===== src/rtl/png_chunk_ctl.sv =====
// PNG chunk sequencer: frames length, type, payload and CRC words around an
// external 4-cycle-per-word CRC engine, with a one-deep ready/valid output register.
module png_chunk_ctl #(
  parameter int LEN_WD = 16
) (
  input  logic              clk,
  input  logic              rstn,
  input  logic              start_i,
  input  logic [LEN_WD-1:0] len_i,
  input  logic [31:0]       typ_i,
  output logic              busy_o,
  output logic              err_o,
  input  logic              val_i,
  input  logic [31:0]       dat_i,
  output logic              rdy_o,
  output logic              val_o,
  output logic [31:0]       dat_o,
  output logic              lst_o,
  input  logic              rdy_i,
  output logic              done_o,
  output logic              crc_start_o,
  output logic              crc_val_o,
  output logic [31:0]       crc_dat_o,
  output logic              crc_lst_o,
  input  logic [31:0]       crc_dat_i
);

  localparam int CNT_WD = LEN_WD - 2;

  typedef enum logic [2:0] {IDLE, LEN, TYP, DAT, WAIT, CRC} state_t;

  state_t            state_reg, state_next;
  logic [CNT_WD-1:0] rem_reg, rem_next;
  logic [31:0]       typ_reg, typ_next;
  logic [2:0]        slot_reg, slot_next;
  logic              out_val_reg, out_val_next;
  logic [31:0]       out_dat_reg, out_dat_next;
  logic              out_lst_reg, out_lst_next;
  logic              crc_val_reg, crc_val_next;
  logic              crc_lst_reg, crc_lst_next;
  logic [31:0]       crc_dat_reg, crc_dat_next;
  logic              err_reg, err_next;

  logic hs, can_load, slot_free;

  // slot_reg is 4 in the feed cycle: a new feed may load once it reaches 1,
  // the engine result is usable once it reaches 0.
  assign hs        = out_val_reg && rdy_i;
  assign can_load  = !out_val_reg || rdy_i;
  assign slot_free = (slot_reg <= 3'd1);

  always_comb begin
    state_next   = state_reg;
    rem_next     = rem_reg;
    typ_next     = typ_reg;
    slot_next    = (slot_reg != 3'd0) ? slot_reg - 3'd1 : 3'd0;
    out_val_next = hs ? 1'b0 : out_val_reg;
    out_dat_next = out_dat_reg;
    out_lst_next = out_lst_reg;
    crc_val_next = 1'b0;
    crc_lst_next = 1'b0;
    crc_dat_next = crc_dat_reg;
    err_next     = 1'b0;
    crc_start_o  = 1'b0;
    rdy_o        = 1'b0;
    done_o       = 1'b0;

    case (state_reg)
      IDLE: begin
        if (start_i) begin
          if (len_i[1:0] == 2'b00) begin
            crc_start_o  = 1'b1;
            rem_next     = len_i[LEN_WD-1:2];
            typ_next     = typ_i;
            out_val_next = 1'b1;
            out_dat_next = 32'(len_i);
            out_lst_next = 1'b0;
            state_next   = LEN;
          end else begin
            err_next = 1'b1;
          end
        end
      end
      LEN: begin
        if (hs && slot_free) begin
          out_val_next = 1'b1;
          out_dat_next = typ_reg;
          out_lst_next = 1'b0;
          crc_val_next = 1'b1;
          crc_dat_next = typ_reg;
          crc_lst_next = (rem_reg == '0);
          slot_next    = 3'd4;
          state_next   = TYP;
        end
      end
      TYP: begin
        state_next = (rem_reg != '0) ? DAT : WAIT;
      end
      DAT: begin
        rdy_o = can_load && slot_free && (rem_reg != '0);
        if (val_i && rdy_o) begin
          out_val_next = 1'b1;
          out_dat_next = dat_i;
          out_lst_next = 1'b0;
          crc_val_next = 1'b1;
          crc_dat_next = dat_i;
          crc_lst_next = (rem_reg == CNT_WD'(1));
          slot_next    = 3'd4;
          rem_next     = rem_reg - CNT_WD'(1);
          if (rem_reg == CNT_WD'(1)) state_next = WAIT;
        end
      end
      WAIT: begin
        if (can_load && (slot_reg == 3'd0)) begin
          out_val_next = 1'b1;
          out_dat_next = crc_dat_i;
          out_lst_next = 1'b1;
          state_next   = CRC;
        end
      end
      CRC: begin
        if (hs) begin
          done_o     = 1'b1;
          state_next = IDLE;
        end
      end
      default: state_next = IDLE;
    endcase
  end

  always_ff @(posedge clk or negedge rstn) begin
    if (!rstn) begin
      state_reg   <= IDLE;
      rem_reg     <= '0;
      typ_reg     <= '0;
      slot_reg    <= 3'd0;
      out_val_reg <= 1'b0;
      out_dat_reg <= '0;
      out_lst_reg <= 1'b0;
      crc_val_reg <= 1'b0;
      crc_lst_reg <= 1'b0;
      crc_dat_reg <= '0;
      err_reg     <= 1'b0;
    end else begin
      state_reg   <= state_next;
      rem_reg     <= rem_next;
      typ_reg     <= typ_next;
      slot_reg    <= slot_next;
      out_val_reg <= out_val_next;
      out_dat_reg <= out_dat_next;
      out_lst_reg <= out_lst_next;
      crc_val_reg <= crc_val_next;
      crc_lst_reg <= crc_lst_next;
      crc_dat_reg <= crc_dat_next;
      err_reg     <= err_next;
    end
  end

  assign busy_o    = (state_reg != IDLE);
  assign err_o     = err_reg;
  assign val_o     = out_val_reg;
  assign dat_o     = out_dat_reg;
  assign lst_o     = out_lst_reg;
  assign crc_val_o = crc_val_reg;
  assign crc_lst_o = crc_lst_reg;
  assign crc_dat_o = crc_dat_reg;

endmodule


===== config.mk =====
export PLATFORM = sky130hd
export DESIGN_NAME = png_chunk_ctl
export DESIGN_NICKNAME = d
export VERILOG_FILES = /design/src/rtl/png_chunk_ctl.sv
export SDC_FILE = /design/constraint.sdc
export NUM_CORES = 1
export LEC_CHECK = 0
export CAP_MARGIN = 15
export CORE_UTILIZATION = 29
export CTS_CLUSTER_SIZE = 25
export DETAILED_ROUTE_END_ITERATION = 10
export GPL_TIMING_DRIVEN = 0
export MAX_ROUTING_LAYER = met4
export PLACE_DENSITY = 0.58
export RECOVER_POWER = 50
export SLEW_MARGIN = 20
export SYNTH_ARGS = -nofsm -noshare
export SYNTH_HDL_FRONTEND = slang
export SYNTH_SLANG_ARGS = --single-unit

===== constraint.sdc =====
create_clock -name clk -period 3.2 [get_ports clk]
set_clock_uncertainty 0.05 [all_clocks]
set_input_delay 0.64 -clock clk [delete_from_list [all_inputs] [get_ports clk]]
set_output_delay 0.64 -clock clk [all_outputs]
set_load 0.05 [all_outputs]

==> metrics.md <==
| Metric | Value |
|---|---|
| Status | `complete, but fails checks` |
| Failing checks | `max-capacitance violations, max-slew violations` |
| Die Y-Extent | `approximately 150 um` |
| Yosys top cell by area | `dfrtp_1` |
| Max_cap viols | `1` |
| Final worst slack | `around 140 ps` |
| Slowest CP cell | `clkdlybuf4s50_1` |
| Total grt overflow | `0` |
| WP buf/inv | `3` |
| H-tree depth | `4` |
| Post-Syn Nets | `between 700 and 800` |
| Pin count of the biggest net entering global routing | `94` |
| Pre-CTS WS | `-1022 ps` |
| RSZ-0062 raised after global routing | `no` |
| Synthesized instance count | `~650` |
| Post-Route WL | `approximately 21 mm` |
| Post-synth EDFFs | `0` |
| First-pass GRT wire length | `between 30 and 40 mm` |
| RD Place Congestion | `~0.89` |
| TritonCTS Buffers | `17` |
| Clock slew at reported path FFs | `roughly 60 ps` |
| Core area | `~20000 um^2` |
| Gr usage total | `~21%` |
| Clock Latency Late Sink | `~420 ps` |
| Via count | `approximately 5.6k` |
| Buffers on Ports | `about 190` |
| Worst slew margin | `-18.80%` |
| Initial DRC Count | `just under 300` |
| Leading post-synthesis cells by cell area | `dfrtp_1 50%, nand2_1 10%, mux2i_1 5.3%, o22a_1 4.9%, o21a_1 4.2%` |
| Yosys cell types | `between 50 and 60` |
| Net Sw Frac | `around 46%` |
| Highest clock rate | `about 330 MHz` |
| Clock power frac | `between 10% and 20%` |
| # rows | `52` |
| Top Ports | `190` |
| Initial antenna violation count | `1` |
| Wire per inst | `about 19 um` |
| Post-DP HPWL | `~16 mm` |
| Worst Setup End Kind | `output pin` |
| Fin nets | `976` |
| Switching pwr | `4.779 mW` |
| Vias in the first global route | `about 5.5k` |
| Critical setup path kind | `input port to output pin` |
| Top-count cell post-synth | `nand2_1` |
| Area grow syn2layout | `47.59%` |
| Pwr dens | `between 1000 and 1500 nW/um^2` |
| Peak VDD IR | `499.3 uV` |
| FFs w/ async S/R, synth | `100.0%` |
| Warnings from Yosys | `0` |
| Clock Sink Count | `between 100 and 150` |
| Die W | `~150 um` |
| Most common flop cell mapped by yosys | `dfrtp_1` |
| Setup crit start kind | `input port` |
| Yosys top cell area share | `49.75%` |
| Setup_tns | `0 ps` |
| Final setup vio count | `0` |
| CP delay by family, top | `buffers and inverters` |
| Max FO, Critical Path | `17` |
| Avg Cell Area, Syn | `approximately 9.4 um^2` |
| 1st-pass router iterations | `5` |
| Period utilization | `between 90% and 100%` |
| Worst EP arrival | `about 2400 ps` |
| Required @ worst endpoint | `about 2500 ps` |
| Clock Path Buffers | `2` |
| Int Pwr | `approximately 5.5 mW` |
| Hold Path Depth | `2` |
| R2r setup slk | `between 700 and 800 ps` |
| Via density | `between 4 and 5` |
| Yosys reg bits | `121` |
| Sequential area share after synthesis | `about half` |
| Hold Fails Final Rpt | `0` |
| Post-route ant nets | `0` |
| Worst hold path class | `register to register` |
| Leak | `between 3 and 4 nW` |
| Share of cells above drive strength 1 | `around 9.2%` |
| Comb power frac | `a little over half` |
| Pins Over Slew Limit | `29` |
| Root buffer cell | `clkbuf_16` |
| CTS tree | `yes` |
| Commonest cells post-synth | `164 x nand2_1, 121 x dfrtp_1, 44 x nor2_1, 35 x o21ai_1` |
| Drt drc | `0` |
| Post-Syn Area | `6086 um^2` |
| Initial Util | `approximately 30%` |
| Fin crit period | `between 3000 and 4000 ps` |
| Critical path depth in cells | `5` |
| Reg2Reg Depth | `8` |
| Sequential share of power | `between 20% and 30%` |
| Worst-margin pin slew | `between 1500 and 2000 ps` |
| CP max stage delay | `510 ps` |
| Die ar. | `21570 um^2` |
| Crit-path cells | `clkdlybuf4s50_1 > nor3b_2 > nand2_2 > inv_4 > clkdlybuf4s15_2` |
-- metal layers --
| layer | wire length [um] | share of wire, % | global-route usage (%) | vias to the layer above |
|---|---|---|---|---|
| li1 | - | - | - | 2720 |
| met1 | 9783 | 46 | 27.50 | 2712 |
| met2 | 9842 | 47 | 31.42 | 161 |
| met3 | 1037 | 4.9 | 4.193 | 27 |
| met4 | 446 | 2.1 | 7.500 | 0 |
| met5 | 0 | 0 | - | - |
-- worst min-delay path, delay by kind of cell (launching register included) --
family	cells	cell delay, ps
AOI/OAI and AO/OA	1	60
and+or+nand+nor	1	50
DFF	1	340
-- worst paths after layout --
| check | start | to |
|---|---|---|
| worst max-delay path | len_i[0] | crc_start_o |
| worst min-delay path | dat_o[26] | dat_o[26] |
| worst min register to register | dat_o[26] | dat_o[26] |
| worst max register to register | rem_reg[0] | val_o |
| max in group asynchronous | rstn | dat_o[6] |
| min in group asynchronous | rstn | dat_o[28] |
-- per-stage QoR --
stage	area, um^2	utilization (%)	hold slack [ps]	power (mW)	std cells
after floorplan	6086	-	294.4	6.464	649
after global placement	8315	40.70	418.1	8.298	1108
after detailed placement	8348	40.86	425.0	8.361	1109
after CTS	8996	44.03	6.925	10.46	1140
after global routing	8982	43.97	442.9	10.95	1141
final	8982	43.97	427.1	10.32	1141
-- power groups by stage --
stage	sequential, mW	combinational [mW]	clock (mW)
after floorplan	4.01	2.45	0
after global placement	2.80	5.50	0
final	2.79	5.49	2.05
after detailed placement	2.81	5.56	0
after CTS	2.79	5.57	2.10
after global routing	2.89	5.89	2.16
-- layout by cell type, fill, tap and decap left out, types with 3 or more instances in the layout --
cell type,netlist,layout
a21oi_1,28,28
a21oi_2,9,9
a221oi_1,4,4
buf_2,12,11
buf_4,6,7
buf_6,4,4
bufinv_16,0,3
clkbuf_1,18,18
clkbuf_16,0,17
clkbuf_8,0,3
clkdlybuf4s50_1,0,167
clkinvlp_4,0,4
dfrtp_1,121,121
dlygate4sd3_1,0,18
inv_1,4,4
inv_6,0,3
mux2i_1,32,32
nand2_1,164,163
nand2b_1,3,3
nand3_1,8,8
nand3b_1,3,3
nand4_1,3,3
nor2_1,44,44
nor3_1,8,9
o21a_1,34,34
o21ai_0,9,9
o21ai_1,35,35
o221ai_1,13,13
o22a_1,34,34
o22ai_1,6,6
o2bb2ai_1,3,3
-- timing repair --
item	4_1_cts	5_1_grt
setup endpoints to repair	3	2
gates resized for setup	12	6
hold buffers	0	0
setup buffers	0	0
hold endpoints to repair	0	0
-- kinds of logic after synthesis --
kind of cell    count (synthesis)  synth area share [%]
compound gates                191                 22.12
fa+ha+maj                       2                0.4111
mux                            32                 5.263
simple gates                  255                 18.38
buf+inv                        48                 4.070
flops                         121                 49.75
-- layout make-up --
cell class | count | area [um^2]
flip-flops and latches | 121 | 3028
clock buffers | 20 | 466.7
repair buffers | 190 | 1914
well taps | 270 | 337.8
plain buffers | 42 | 229.0
clock inverters | 12 | 163.9
diodes | 1 | 2.502
multi-input cells | 480 | 2819
inverters | 5 | 21.27
fillers | 2062 | 11450
Note: power is estimated with default switching activity, not from simulation.
